<file path="config.mk">
export PLATFORM = sky130hd
export DESIGN_NAME = alu_mul_sequencer
export DESIGN_NICKNAME = d
export VERILOG_FILES = /design/src/rtl/alu_mul_sequencer.sv
export SDC_FILE = /design/constraint.sdc
export NUM_CORES = 1
export LEC_CHECK = 0
export CELL_PAD_IN_SITES_DETAIL_PLACEMENT = 2
export CELL_PAD_IN_SITES_GLOBAL_PLACEMENT = 2
export CORE_MARGIN = 4
export CORE_UTILIZATION = 23
export CTS_CLUSTER_SIZE = 40
export DETAILED_ROUTE_END_ITERATION = 16
export PLACE_DENSITY = 0.9
export SLEW_MARGIN = 15
export SYNTH_ARGS = -nofsm -noshare
export SYNTH_HDL_FRONTEND = slang
export SYNTH_SLANG_ARGS = --single-unit
</file>
<file path="constraint.sdc">
create_clock -name clk -period 3 [get_ports clk]
set_input_delay 0.6 -clock clk [delete_from_list [all_inputs] [get_ports clk]]
set_output_delay 0.6 -clock clk [all_outputs]
set_load 0.03 [all_outputs]
</file>
<file path="src/rtl/alu_mul_sequencer.sv">
// Iterative 32x32 unsigned shift-and-add multiplier that borrows the datapath ALU
// for its one conditional add per clock; the 64-bit product is ready 33 cycles after start.
module alu_mul_sequencer #(
  parameter int WIDTH = 32,
  parameter int CNT_W = 6
) (
  input  logic             clk,
  input  logic             rst,
  input  logic             start,
  input  logic [WIDTH-1:0] multiplicand,
  input  logic [WIDTH-1:0] multiplier,
  output logic             busy,
  output logic             done,
  output logic [WIDTH-1:0] product_hi,
  output logic [WIDTH-1:0] product_lo,
  output logic [2:0]       alu_ctrl,
  output logic [WIDTH-1:0] alu_a,
  output logic [WIDTH-1:0] alu_b,
  input  logic [WIDTH-1:0] alu_out,
  input  logic             alu_carry
);

  // Handshake: start is a level request that is accepted only on an edge where the
  // sequencer is in IDLE or DONE; it is ignored in RUN. There is no back-pressure:
  // done is a one-cycle valid pulse and the product then stays on product_hi/lo.
  typedef enum logic [1:0] {
    IDLE = 2'd0,
    RUN  = 2'd1,
    DONE = 2'd2
  } state_t;

  state_t           state_q, state_d;
  logic [WIDTH-1:0] m_q, m_d;
  logic [WIDTH-1:0] p_hi_q, p_hi_d;
  logic [WIDTH-1:0] p_lo_q, p_lo_d;
  logic [CNT_W-1:0] cnt_q, cnt_d;

  always_ff @(posedge clk) begin
    if (rst) begin
      state_q <= IDLE;
      m_q     <= '0;
      p_hi_q  <= '0;
      p_lo_q  <= '0;
      cnt_q   <= '0;
    end else begin
      state_q <= state_d;
      m_q     <= m_d;
      p_hi_q  <= p_hi_d;
      p_lo_q  <= p_lo_d;
      cnt_q   <= cnt_d;
    end
  end

  always_comb begin
    state_d = state_q;
    m_d     = m_q;
    p_hi_d  = p_hi_q;
    p_lo_d  = p_lo_q;
    cnt_d   = cnt_q;
    case (state_q)
      IDLE, DONE: begin
        if (start) begin
          m_d     = multiplicand;
          p_lo_d  = multiplier;
          p_hi_d  = '0;
          cnt_d   = '0;
          state_d = RUN;
        end else begin
          state_d = IDLE;
        end
      end
      RUN: begin
        // The ALU carry becomes the new top bit, so the 65-bit partial sum never overflows.
        if (p_lo_q[0]) begin
          {p_hi_d, p_lo_d} = {alu_carry, alu_out, p_lo_q[WIDTH-1:1]};
        end else begin
          {p_hi_d, p_lo_d} = {1'b0, p_hi_q, p_lo_q[WIDTH-1:1]};
        end
        cnt_d = cnt_q + 1'b1;
        if (cnt_q == CNT_W'(WIDTH - 1)) begin
          state_d = DONE;
        end
      end
      default: state_d = IDLE;
    endcase
  end

  assign busy       = (state_q == RUN);
  assign done       = (state_q == DONE);
  assign product_hi = p_hi_q;
  assign product_lo = p_lo_q;
  assign alu_ctrl   = 3'b000;
  assign alu_a      = p_hi_q;
  assign alu_b      = m_q;

endmodule

</file>
==> results of run 1 <==
==> layer usage <==
layer	up-vias	GRT usage, %	routed length (microns)
met5	-	0	0
met4	0	3.71	163
met3	11	4.00	1100
met2	134	28.6	9350
met1	2225	18.0	7380
li1	2181	-	-
==> logic make-up (layout without fill, tap and decap cells) <==
family	after synthesis	after routing	synth area share (%)
mux	34	34	8.35
compound gates	135	135	16.7
fa+ha+maj	1	1	0.270
flops	104	104	45.0
other cells	1	3	0.0810
simple gates	183	183	17.5
buf+inv	85	254	12.1
==> cell usage in the layout, fill, tap and decap left out, types with 3 or more instances in the layout <==
cell	instances
sky130_fd_sc_hd__a21oi_1	99
sky130_fd_sc_hd__a22oi_1	31
sky130_fd_sc_hd__buf_4	9
sky130_fd_sc_hd__clkbuf_16	9
sky130_fd_sc_hd__clkbuf_8	3
sky130_fd_sc_hd__clkdlybuf4s50_1	227
sky130_fd_sc_hd__conb_1	3
sky130_fd_sc_hd__dfxtp_1	103
sky130_fd_sc_hd__mux2_2	32
sky130_fd_sc_hd__nand2_1	98
sky130_fd_sc_hd__nand3_1	69
==> cells in the mapped netlist (all sizes together) <==
cell    instances  area [sq um]
a311oi          1          15.0
clkbuf          8          30.0
nor2            2          7.51
dfxtp         104          2080
ha              1          12.5
nand4           2          12.5
mux2           34           387
buf            76           522
a31oi           1          6.26
nor4            1          6.26
nand2b          4          25.0
and3            1          6.26
a22oi          31           233
conb            1          3.75
nand2          98           368
a211oi          2          20.0
nor3b           2          15.0
nor2b           3          18.8
nand3          69           345
a21oi          99           495
or3             1          6.26
o21ai           1          5.00
inv             1          6.26
==> worst max-delay path: cells and delay by family, from the launching register on <==
kind / cells / cell delay (ns)
buffers and inverters: 2 / 0.71
flip-flops: 1 / 0.48
AND/OR/NAND/NOR: 1 / 0.13
==> where the power goes <==
part | leakage [nW] | internal (mW) | total [mW] | switching [mW]
clock network | 0.142 | 0.629 | 1.16 | 0.534
logic | 1.47 | 0.326 | 0.733 | 0.407
registers | 0.849 | 1.45 | 1.50 | 0.0525
total | 2.46 | 2.40 | 3.40 | 0.994
==> flip-flops by register name, summed over array words and instances, names as in the netlist <==
name / count
alu_a: 32
alu_b: 32
cnt_q: 6
product_lo: 32
state_q: 2
==> layout make-up <==
class,instances,share of cell area (%)
multi-input combinational,356,28.4
clock buffer,13,3.81
sequential,104,29.3
inverter,1,0.0881
timing repair buffer,238,33.5
tap,265,4.67
clock inverter,2,0.194
==> worst max-delay path by stage <==
stage / from / endpoint / slack, ns
after floorplan: state_q[1] / busy / 1.52
after global placement: start / alu_a[31] / 0.77
after detailed placement: start / alu_a[0] / 0.68
after CTS: state_q[0] / busy / 0.70
after global routing: state_q[0] / busy / 0.62
final: state_q[0] / busy / 0.73
==> impl_summary.log, run 1 <==
[metrics] average wire per standard cell: around 18 microns
[metrics] critical path arrival: 1.67 ns
[metrics] via count: 4551
[metrics] end of the worst register-to-register path: cnt_q[2]
[metrics] mean area per synthesized cell: 8.52 sq um
[metrics] power per cell area: ~480 nW/um^2
[metrics] fraction of final layout cells with drive strength greater than 1: 9.10%
[metrics] unrepaired setup endpoints after global routing: false
[metrics] count of final setup violators: 0
[metrics] Critical Path Max Stage Delay: 0.48 ns
[metrics] run status: finished clean
[metrics] Die Area: between 20000 and 25000 sq um
[metrics] Total Wirelength: 18000 microns
[metrics] vertical extent of the die: ~150 microns
[metrics] CTS resizes: 0
[metrics] crit path launch type: flip-flop
[metrics] Yosys cell types: 29
[metrics] VDD IR max: 0.256 mV
[metrics] CP max FO: 49
[metrics] crit share post-route: roughly three quarters
[metrics] number of global-route vias before repair: just under 5000
[metrics] Row Count: 51
[metrics] max-cap viol count: 0
[metrics] Fin. Hold Viols: 0
[metrics] Total Routing Usage GR: 15.6%
[metrics] clock network latency to the later pin of the worst-skew pair: between 0.3 and 0.4 ns
[metrics] highest achievable clock rate: around 0.44 GHz
[metrics] nets: 811
[metrics] Core Footprint: 19700 sq um
[metrics] DRC violation count after routing: 0
[metrics] footprint of the flip-flops and latches: 2080 sq um
[metrics] largest net degree at the start of global routing: 72
[metrics] length in cells of the worst reg-to-reg path: 4
[metrics] HPWL after detailed placement: roughly 13000 microns
[metrics] final worst path period need: 2.27 ns
[metrics] cell area after placement: around 7000 sq um
[metrics] cell with the biggest individual delay on the critical path: sky130_fd_sc_hd__dfxtp_1
[metrics] final design instance area without fill: 7100 sq um
[metrics] ANT cells: 0
[metrics] Die Span X: 150 microns
[metrics] worst hold-check path type: flip-flop to flip-flop
[metrics] TritonCTS clock tree: done
[metrics] utilization of the core after routing: 36.1%
[metrics] Synth Register Bits: 104
[metrics] clock buffers created by TritonCTS: 9
[metrics] Reg clk slew, reported paths: 0.07 ns
[metrics] level count of the clock H-tree: 3
[metrics] first-pass GRT wire length: 27700 microns
[metrics] starting density of the core: 23.5%
[metrics] number of sinks driven by the clock tree: between 100 and 150
[metrics] transition time at the pin with the least slew margin: 0.801 ns
[metrics] Finished Layout Cells: 979
[metrics] FF-to-FF setup slack: approximately 1.2 ns
[metrics] area delta synth->final: 53.4%
[metrics] least setup slack across all paths after layout: between 0.7 and 0.8 ns
[metrics] power after layout: 3.40 mW
[metrics] total negative slack for setup checks: 0 ns
[metrics] number of fillers in the final layout: 2197
[metrics] 1st-pass router iterations: 4
[metrics] area of the mapped netlist: 4630 sq um
[metrics] portion of the post-synthesis area used by sequential elements: 45.0%
[metrics] antenna violations before repair: 0
[metrics] cells along the critical path: nand2b_2 > inv_4 > buf_4
[metrics] placed instance count: 964
[metrics] post-cts hold buffer count: 0
[metrics] deepest clock path buffer count: 2
[metrics] Syn. warnings: 0
[metrics] Min-Delay Endpoint: alu_b[25]
[metrics] area taken by multi-input logic gates: 2010 sq um
[metrics] iteration-0 DRC count of the detailed router: 133
[metrics] Hold Path Cell Cnt: 2
[metrics] via density per instance: ~4.6
[metrics] total leakage power: 2.46 nW
[metrics] pre-CTS setup slack: 0.685 ns
[metrics] Required @ worst endpoint: 2.40 ns
[metrics] worst hold slack: around 0.46 ns
[metrics] I/O pin total: 233
[metrics] buffer cell driving the clock tree root: sky130_fd_sc_hd__clkbuf_16
[metrics] Buffers on Ports: 229
[metrics] Setup CP Type: flip-flop to output pin
[metrics] number of antenna-violating nets in the routed design: 0
[metrics] startpoint of the lowest-slack hold path: alu_b[25]
[metrics] worst clock skew on the final layout: roughly 0.01 ns
[metrics] overflow left after global routing: 0
[metrics] final max-slew violation count: 0
[metrics] worst-case headroom to the max-slew limit: 46.6%
[metrics] critical register-to-register path startpoint: state_q[0]
[metrics] post-CTS setup buffers: 0
[metrics] crit path capture type: output pin
[metrics] routability-driven placement congestion ratio: 0.737
[metrics] Post-Syn Instances: 543
No activity file was read; power rests on OpenSTA's default activity.
==> run 2, diff against run 1 <==
--- a/config.mk
+++ b/config.mk
@@ -8,10 +8,10 @@
 export CELL_PAD_IN_SITES_DETAIL_PLACEMENT = 2
 export CELL_PAD_IN_SITES_GLOBAL_PLACEMENT = 2
 export CORE_MARGIN = 4
-export CORE_UTILIZATION = 23
+export CORE_UTILIZATION = 20
 export CTS_CLUSTER_SIZE = 40
 export DETAILED_ROUTE_END_ITERATION = 16
-export PLACE_DENSITY = 0.9
+export PLACE_DENSITY = 0.84
 export SLEW_MARGIN = 15
 export SYNTH_ARGS = -nofsm -noshare
 export SYNTH_HDL_FRONTEND = slang
==> constraint.sdc (replaced) <==
create_clock -name clk -period 1.92 [get_ports clk]
set_input_delay 0.384 -clock clk [delete_from_list [all_inputs] [get_ports clk]]
set_output_delay 0.384 -clock clk [all_outputs]
set_load 0.03 [all_outputs]
==> impl_summary.log, run 2 (synthesis gave the netlist of run 1 again) <==
[metrics] HPWL after detailed placement: 12700 microns (-1.7%)
[metrics] utilization of the core after routing: 32.1% (-4.1 points)
[metrics] worst hold-check path type: input port to flip-flop
[metrics] amount of wire on met3 after detailed routing: 951 microns (-13%)
[metrics] number of antenna-violating nets in the routed design: 0 (unchanged)
[metrics] Finished Layout Cells: 1009 (+3.1%)
[metrics] CP delay by family, top: buffers and inverters
[metrics] deepest clock path buffer count: 2 (unchanged)
[metrics] highest achievable clock rate: 0.534 GHz
[metrics] starting density of the core: 20.4% (-3.2 points)
[metrics] Required @ worst endpoint: 1.54 ns (-0.86 ns)
[metrics] end of the worst register-to-register path: cnt_q[2]
[metrics] Reg clk slew, reported paths: 0.08 ns (about the same)
[metrics] Total Routing Usage GR: 13.3% (-2.3 points)
[metrics] startpoint of the lowest-slack hold path: rst
[metrics] crit share post-route: 97.6%
[metrics] Highest Signal Layer: met5
[metrics] level count of the clock H-tree: 3 (unchanged)
[metrics] cell with the biggest individual delay on the critical path: sky130_fd_sc_hd__clkdlybuf4s50_1
[metrics] total negative slack for setup checks: 0 ns (unchanged)
[metrics] FF-to-FF setup slack: 0.45 ns (-0.73 ns)
[metrics] number of global-route vias before repair: 5014 (+3.6%)
[metrics] post-cts hold buffer count: 0 (unchanged)
[metrics] critical path buffer and inverter count: 1 (-1)
[metrics] TritonCTS clock tree: done
[metrics] largest net degree at the start of global routing: 72 (unchanged)
[metrics] 1st-pass router iterations: 4 (unchanged)
[metrics] clock buffers created by TritonCTS: 9 (unchanged)
[metrics] most common cell after layout, fill and taps aside: sky130_fd_sc_hd__clkdlybuf4s50_1
[metrics] most used cells in the layout excluding fill and tap cells: sky130_fd_sc_hd__clkdlybuf4s50_1, sky130_fd_sc_hd__dfxtp_1, sky130_fd_sc_hd__a21oi_1
[metrics] Min-Delay Endpoint: alu_b[21]
[metrics] post-CTS setup buffers: 0 (unchanged)
[metrics] critical register-to-register path startpoint: state_q[0]
[metrics] final max-slew violation count: 0 (unchanged)
[metrics] unrepaired setup endpoints after global routing: false
[metrics] number of fillers in the final layout: 2554 (+16%)
[metrics] total leakage power: 2.63 nW (+6.9%)
[metrics] overflow left after global routing: 0 (unchanged)
[metrics] DRC violation count after routing: 0 (unchanged)
[metrics] Buffers on Ports: 229 (unchanged)
[metrics] antenna violations before repair: 1 (+1)
[metrics] cells along the critical path: clkdlybuf4s50_1
[metrics] CP max FO: 4 (-92%)
[metrics] crit path launch type: flip-flop
[metrics] run status: finished clean
[metrics] via density per instance: 4.58 (-1.5%)
[metrics] I/O pin total: 233 (unchanged)
[metrics] vertical extent of the die: 160 microns (+6.8%)
[metrics] wire length on met2: 8650 microns (-7.5%)
[metrics] power per cell area: 738 nW/um^2 (+54%)
[metrics] final worst path period need: approximately 1.9 ns
[metrics] ANT cells: 0 (unchanged)
[metrics] power after layout: 5.37 mW (+58%)
[metrics] Die Area: 25600 sq um (+14%)
[metrics] via count: 4621 (+1.5%)
[metrics] iteration-0 DRC count of the detailed router: 191 (+44%)
[metrics] Die Span X: 160 microns (+6.8%)
[metrics] Core Footprint: 22700 sq um (+16%)
[metrics] Total Wirelength: 17500 microns (-2.6%)
[metrics] M1 WL: 7690 microns (+4.2%)
[metrics] nets: 820 (+1.1%)
[metrics] clock network latency to the later pin of the worst-skew pair: 0.35 ns (about the same)
[metrics] fraction of final layout cells with drive strength greater than 1: 10.8% (+1.7 points)
[metrics] Critical Path Max Stage Delay: 0.72 ns (+0.24 ns)
[metrics] count of final setup violators: 0 (unchanged)
[metrics] number of sinks driven by the clock tree: 104 (unchanged)
[metrics] area delta synth->final: 57.3%
[metrics] worst clock skew on the final layout: 0.0165 ns (+0.00622 ns)
[metrics] Hold Path Cell Cnt: 2 (unchanged)
[metrics] Fin. Hold Viols: 0 (unchanged)
[metrics] placed instance count: 993 (+3.0%)
[metrics] average wire per standard cell: 17.4 microns (-5.5%)
[metrics] Setup CP Type: flip-flop to output pin
[metrics] first-pass GRT wire length: 28000 microns (+0.95%)
[metrics] critical path arrival: 1.49 ns (-0.18 ns)
[metrics] Row Count: 55 (+7.8%)
[metrics] buffer cell driving the clock tree root: sky130_fd_sc_hd__clkbuf_16
[metrics] routability-driven placement congestion ratio: 0.723 (-2.0%)
[metrics] VDD IR max: 0.337 mV (+31%)
[metrics] max-cap viol count: 0 (unchanged)
[metrics] length in cells of the worst reg-to-reg path: 4 (unchanged)
[metrics] crit path capture type: output pin
[metrics] first element of the critical path: alu_a[1]
run 2: cell count changes in the layout (fill, tap and decap cells not counted), moves of 2 or more:
cell | before | now
sky130_fd_sc_hd__dlymetal6s2s_1 | 0 | 5
sky130_fd_sc_hd__clkbuf_8 | 3 | 1
sky130_fd_sc_hd__inv_6 | 0 | 2
sky130_fd_sc_hd__buf_12 | 2 | 8
sky130_fd_sc_hd__clkdlybuf4s50_1 | 227 | 220
sky130_fd_sc_hd__buf_4 | 9 | 13
run 2: stage by stage:
step                      hold WS, ns  area, sq um  setup slack [ns]
after floorplan                 0.478         4640             0.450
after global placement          0.441         6980             0.151
after detailed placement        0.449         6980            0.0144
after CTS                       0.421         7270           0.00325
after global routing            0.438         7280           0.00459
final                           0.427         7280            0.0467
run 2: worst max path at each step:
| stage | slack, ns | depth (start not counted) | endpoint |
|---|---|---|---|
| 6_report | 0.05 | 1 | product_hi[1] |
| 3_5_place_dp | 0.01 | 6 | alu_b[11] |
| 4_1_cts | 0.003 | 1 | alu_a[30] |
| 3_3_place_gp | 0.15 | 5 | cnt_q[3] |
| 2_1_floorplan | 0.45 | 5 | alu_a[23] |
| 5_1_grt | 0.005 | 1 | product_lo[31] |
run 2: metal layers:
metal  GRT usage (%)  vias up
met5               0        -
met4            3.60        2
met3            3.17       15
met2            23.3      143
met1            16.3     2262
li1                -     2199
run 2: final cells by class:
cell class	instances	area, sq um	share of cell area (%)
Clock buffer	10	239	3.28
Clock inverter	6	50.0	0.687
Sequential cell	104	2080	28.6
Multi-Input combinational cell	356	2010	27.7
Tap cell	285	357	4.90
Inverter	1	6.26	0.0859
Timing Repair Buffer	247	2530	34.8
run 2: power breakdown:
| part | total, mW | internal, mW | switching (mW) | leakage [nW] |
|---|---|---|---|---|
| combinational | 1.20 | 0.552 | 0.644 | 1.64 |
| sequential | 2.34 | 2.26 | 0.0833 | 0.850 |
| clock | 1.84 | 0.936 | 0.899 | 0.141 |
| total | 5.37 | 3.75 | 1.63 | 2.63 |
run 2: what timing repair did:
action / 4_1_cts / 5_1_grt
endpoints found under the setup margin: 1 / 6
pin swaps: 0 / 0
hold endpoints to repair: 0 / 0
gates resized for setup: 1 / 6
cloned: 0 / 0
==> run 3, diff against run 2 <==
==> constraint.sdc (replaced) <==
create_clock -name clk -period 1.92 [get_ports clk]
set_input_delay 0.288 -clock clk [delete_from_list [all_inputs] [get_ports clk]]
set_output_delay 0.288 -clock clk [all_outputs]
set_load 0.03 [all_outputs]
==> impl_summary.log, run 3 (synthesis gave the netlist of run 1 again) <==
[metrics] 1st-pass router iterations: 4 (unchanged)
[metrics] worst hold-check path type: input port to flip-flop
[metrics] area taken by multi-input logic gates: 2010 sq um (unchanged)
[metrics] Die Area: 25600 sq um (unchanged)
[metrics] crit share post-route: 92.8% (-4.7 points)
[metrics] area delta synth->final: 57.0%
[metrics] buffer cell driving the clock tree root: sky130_fd_sc_hd__clkbuf_16
[metrics] first-pass GRT wire length: 27400 microns (-2.1%)
[metrics] Required @ worst endpoint: 1.63 ns (+0.09 ns)
[metrics] VDD IR max: 0.404 mV (+20%)
[metrics] level count of the clock H-tree: 3 (unchanged)
[metrics] number of antenna-violating nets in the routed design: 0 (unchanged)
[metrics] fraction of final layout cells with drive strength greater than 1: 10.3% (-0.51 points)
[metrics] number of sinks driven by the clock tree: 104 (unchanged)
[metrics] clock buffers created by TritonCTS: 9 (unchanged)
[metrics] I/O pin total: 233 (unchanged)
[metrics] clock network latency to the later pin of the worst-skew pair: 0.35 ns (about the same)
[metrics] count of final setup violators: 0 (unchanged)
[metrics] Finished Layout Cells: 1006 (-0.30%)
[metrics] cell with the biggest individual delay on the critical path: sky130_fd_sc_hd__clkdlybuf4s50_1
[metrics] Fin. Hold Viols: 0 (unchanged)
[metrics] most common cell after layout, fill and taps aside: sky130_fd_sc_hd__clkdlybuf4s50_1
[metrics] Buffers on Ports: 229 (unchanged)
[metrics] GR Layer Usage met3: 3.33% (+0.15 points)
[metrics] number of fillers in the final layout: 2541 (-0.51%)
[metrics] highest achievable clock rate: 0.561 GHz (+5.1%)
[metrics] number of global-route vias before repair: 4868 (-2.9%)
[metrics] cells along the critical path: clkdlybuf4s50_1
[metrics] startpoint of the lowest-slack hold path: rst
[metrics] routing usage on met1: 16.7% (+0.36 points)
[metrics] unrepaired setup endpoints after global routing: false
[metrics] power after layout: 5.52 mW (+2.6%)
[metrics] Global Route met2 Usage: 22.6% (-0.69 points)
[metrics] most used cells in the layout excluding fill and tap cells: sky130_fd_sc_hd__clkdlybuf4s50_1, sky130_fd_sc_hd__dfxtp_1, sky130_fd_sc_hd__a21oi_1
[metrics] average wire per standard cell: 17.5 microns (+0.71%)
[metrics] Core Footprint: 22700 sq um (unchanged)
[metrics] DRC violation count after routing: 0 (unchanged)
[metrics] Total Routing Usage GR: 13.1% (-0.18 points)
[metrics] worst clock skew on the final layout: 0.0120 ns (-0.00447 ns)
[metrics] routability-driven placement congestion ratio: 0.733 (+1.4%)
[metrics] TritonCTS clock tree: done
[metrics] via count: 4574 (-1.0%)
[metrics] placed instance count: 990 (-0.30%)
[metrics] crit path launch type: flip-flop
[metrics] HPWL after detailed placement: 12700 microns (+0.49%)
[metrics] iteration-0 DRC count of the detailed router: 189 (-1.0%)
[metrics] Reg clk slew, reported paths: 0.08 ns (about the same)
[metrics] power per cell area: 759 nW/um^2 (+2.8%)
[metrics] first element of the critical path: alu_a[31]
[metrics] run status: finished clean
[metrics] footprint of the flip-flops and latches: 2080 sq um (about the same)
[metrics] total leakage power: 2.53 nW (-3.6%)
[metrics] final worst path period need: 1.78 ns (-0.0906 ns)
[metrics] CP delay by family, top: buffers and inverters
[metrics] nets: 817 (-0.37%)
[metrics] max-cap viol count: 0 (unchanged)
[metrics] utilization of the core after routing: 32.0% (-0.055 points)
[metrics] grt peak-use layer: met2
[metrics] vertical extent of the die: 160 microns (unchanged)
[metrics] CP max FO: 4 (unchanged)
[metrics] starting density of the core: 20.4% (unchanged)
[metrics] Row Count: 55 (unchanged)
[metrics] crit path capture type: output pin
[metrics] Die Span X: 160 microns (unchanged)
[metrics] largest net degree at the start of global routing: 57 (-21%)
[metrics] total negative slack for setup checks: 0 ns (unchanged)
[metrics] Total Wirelength: 17600 microns (+0.41%)
[metrics] antenna violations before repair: 0 (-1)
[metrics] final max-slew violation count: 0 (unchanged)
[metrics] via density per instance: 4.55 (-0.72%)
[metrics] Critical Path Max Stage Delay: 0.71 ns (about the same)
[metrics] Setup CP Type: flip-flop to output pin
[metrics] critical path arrival: 1.49 ns (about the same)
[metrics] overflow left after global routing: 0 (unchanged)
[metrics] ANT cells: 0 (unchanged)
[metrics] critical path buffer and inverter count: 1 (unchanged)
[metrics] critical register-to-register path startpoint: state_q[0]
[metrics] deepest clock path buffer count: 2 (unchanged)
run 3: cell types whose count changed in the layout (fill, tap and decap cells not counted), moves of 2 or more:
cell,change
sky130_fd_sc_hd__clkinv_4,+2
sky130_fd_sc_hd__clkdlybuf4s50_1,+5
sky130_fd_sc_hd__dlymetal6s2s_1,-5
sky130_fd_sc_hd__buf_4,-3
run 3: final cells by class:
| type | count | share of cell area [%] |
|---|---|---|
| Clock buffer | 9 | 3.10 |
| Clock inverter | 7 | 1.21 |
| Inverter | 1 | 0.0861 |
| Multi-Input combinational cell | 356 | 27.7 |
| Sequential cell | 104 | 28.7 |
| Tap cell | 285 | 4.91 |
| Timing Repair Buffer | 244 | 34.3 |
run 3: repair_timing:
item	CTS	global route
endpoints found under the setup margin	1	0
resized for setup	1	0
hold buffers	0	0
buffers inserted	0	0
run 3: path summary, 6_finish.rpt:
check              endpoint  cells after the start  slack, ns
max          product_hi[31]                      1       0.14
max reg2reg  product_lo[27]                      5       0.39
min reg2reg       alu_b[18]                      2       0.46
min               alu_b[19]                      2       0.34
run 3: per-layer routing:
layer | share of wire [%] | vias to the layer above
met4 | 0.62 | 0
met2 | 49 | 131
met5 | 0 | -
met3 | 4.6 | 8
li1 | - | 2189
met1 | 46 | 2246
run 3: stage by stage:
step	instance area (sq um)	setup WS [ns]	hold slack (ns)
finish	7270	0.137	0.341
global route	7270	0.0185	0.352
CTS	7270	0.0923	0.333
detailed placement	6960	0.179	0.452
global placement	6960	0.234	0.442
floorplan	4640	0.450	0.424
run 3: power by group:
| part | internal (mW) | switching, mW |
|---|---|---|
| registers | 2.26 | 0.0825 |
| logic | 0.546 | 0.644 |
| clock network | 1.04 | 0.939 |
run 3: worst register-to-register path, stage by stage, from the launching register on:
cell and delay, ns:
sky130_fd_sc_hd__dfxtp_1 0.50, sky130_fd_sc_hd__nand2b_2 0.17, sky130_fd_sc_hd__inv_4 0.24, sky130_fd_sc_hd__buf_4 0.29, sky130_fd_sc_hd__a22oi_1 0.13, sky130_fd_sc_hd__a21oi_1 0.14
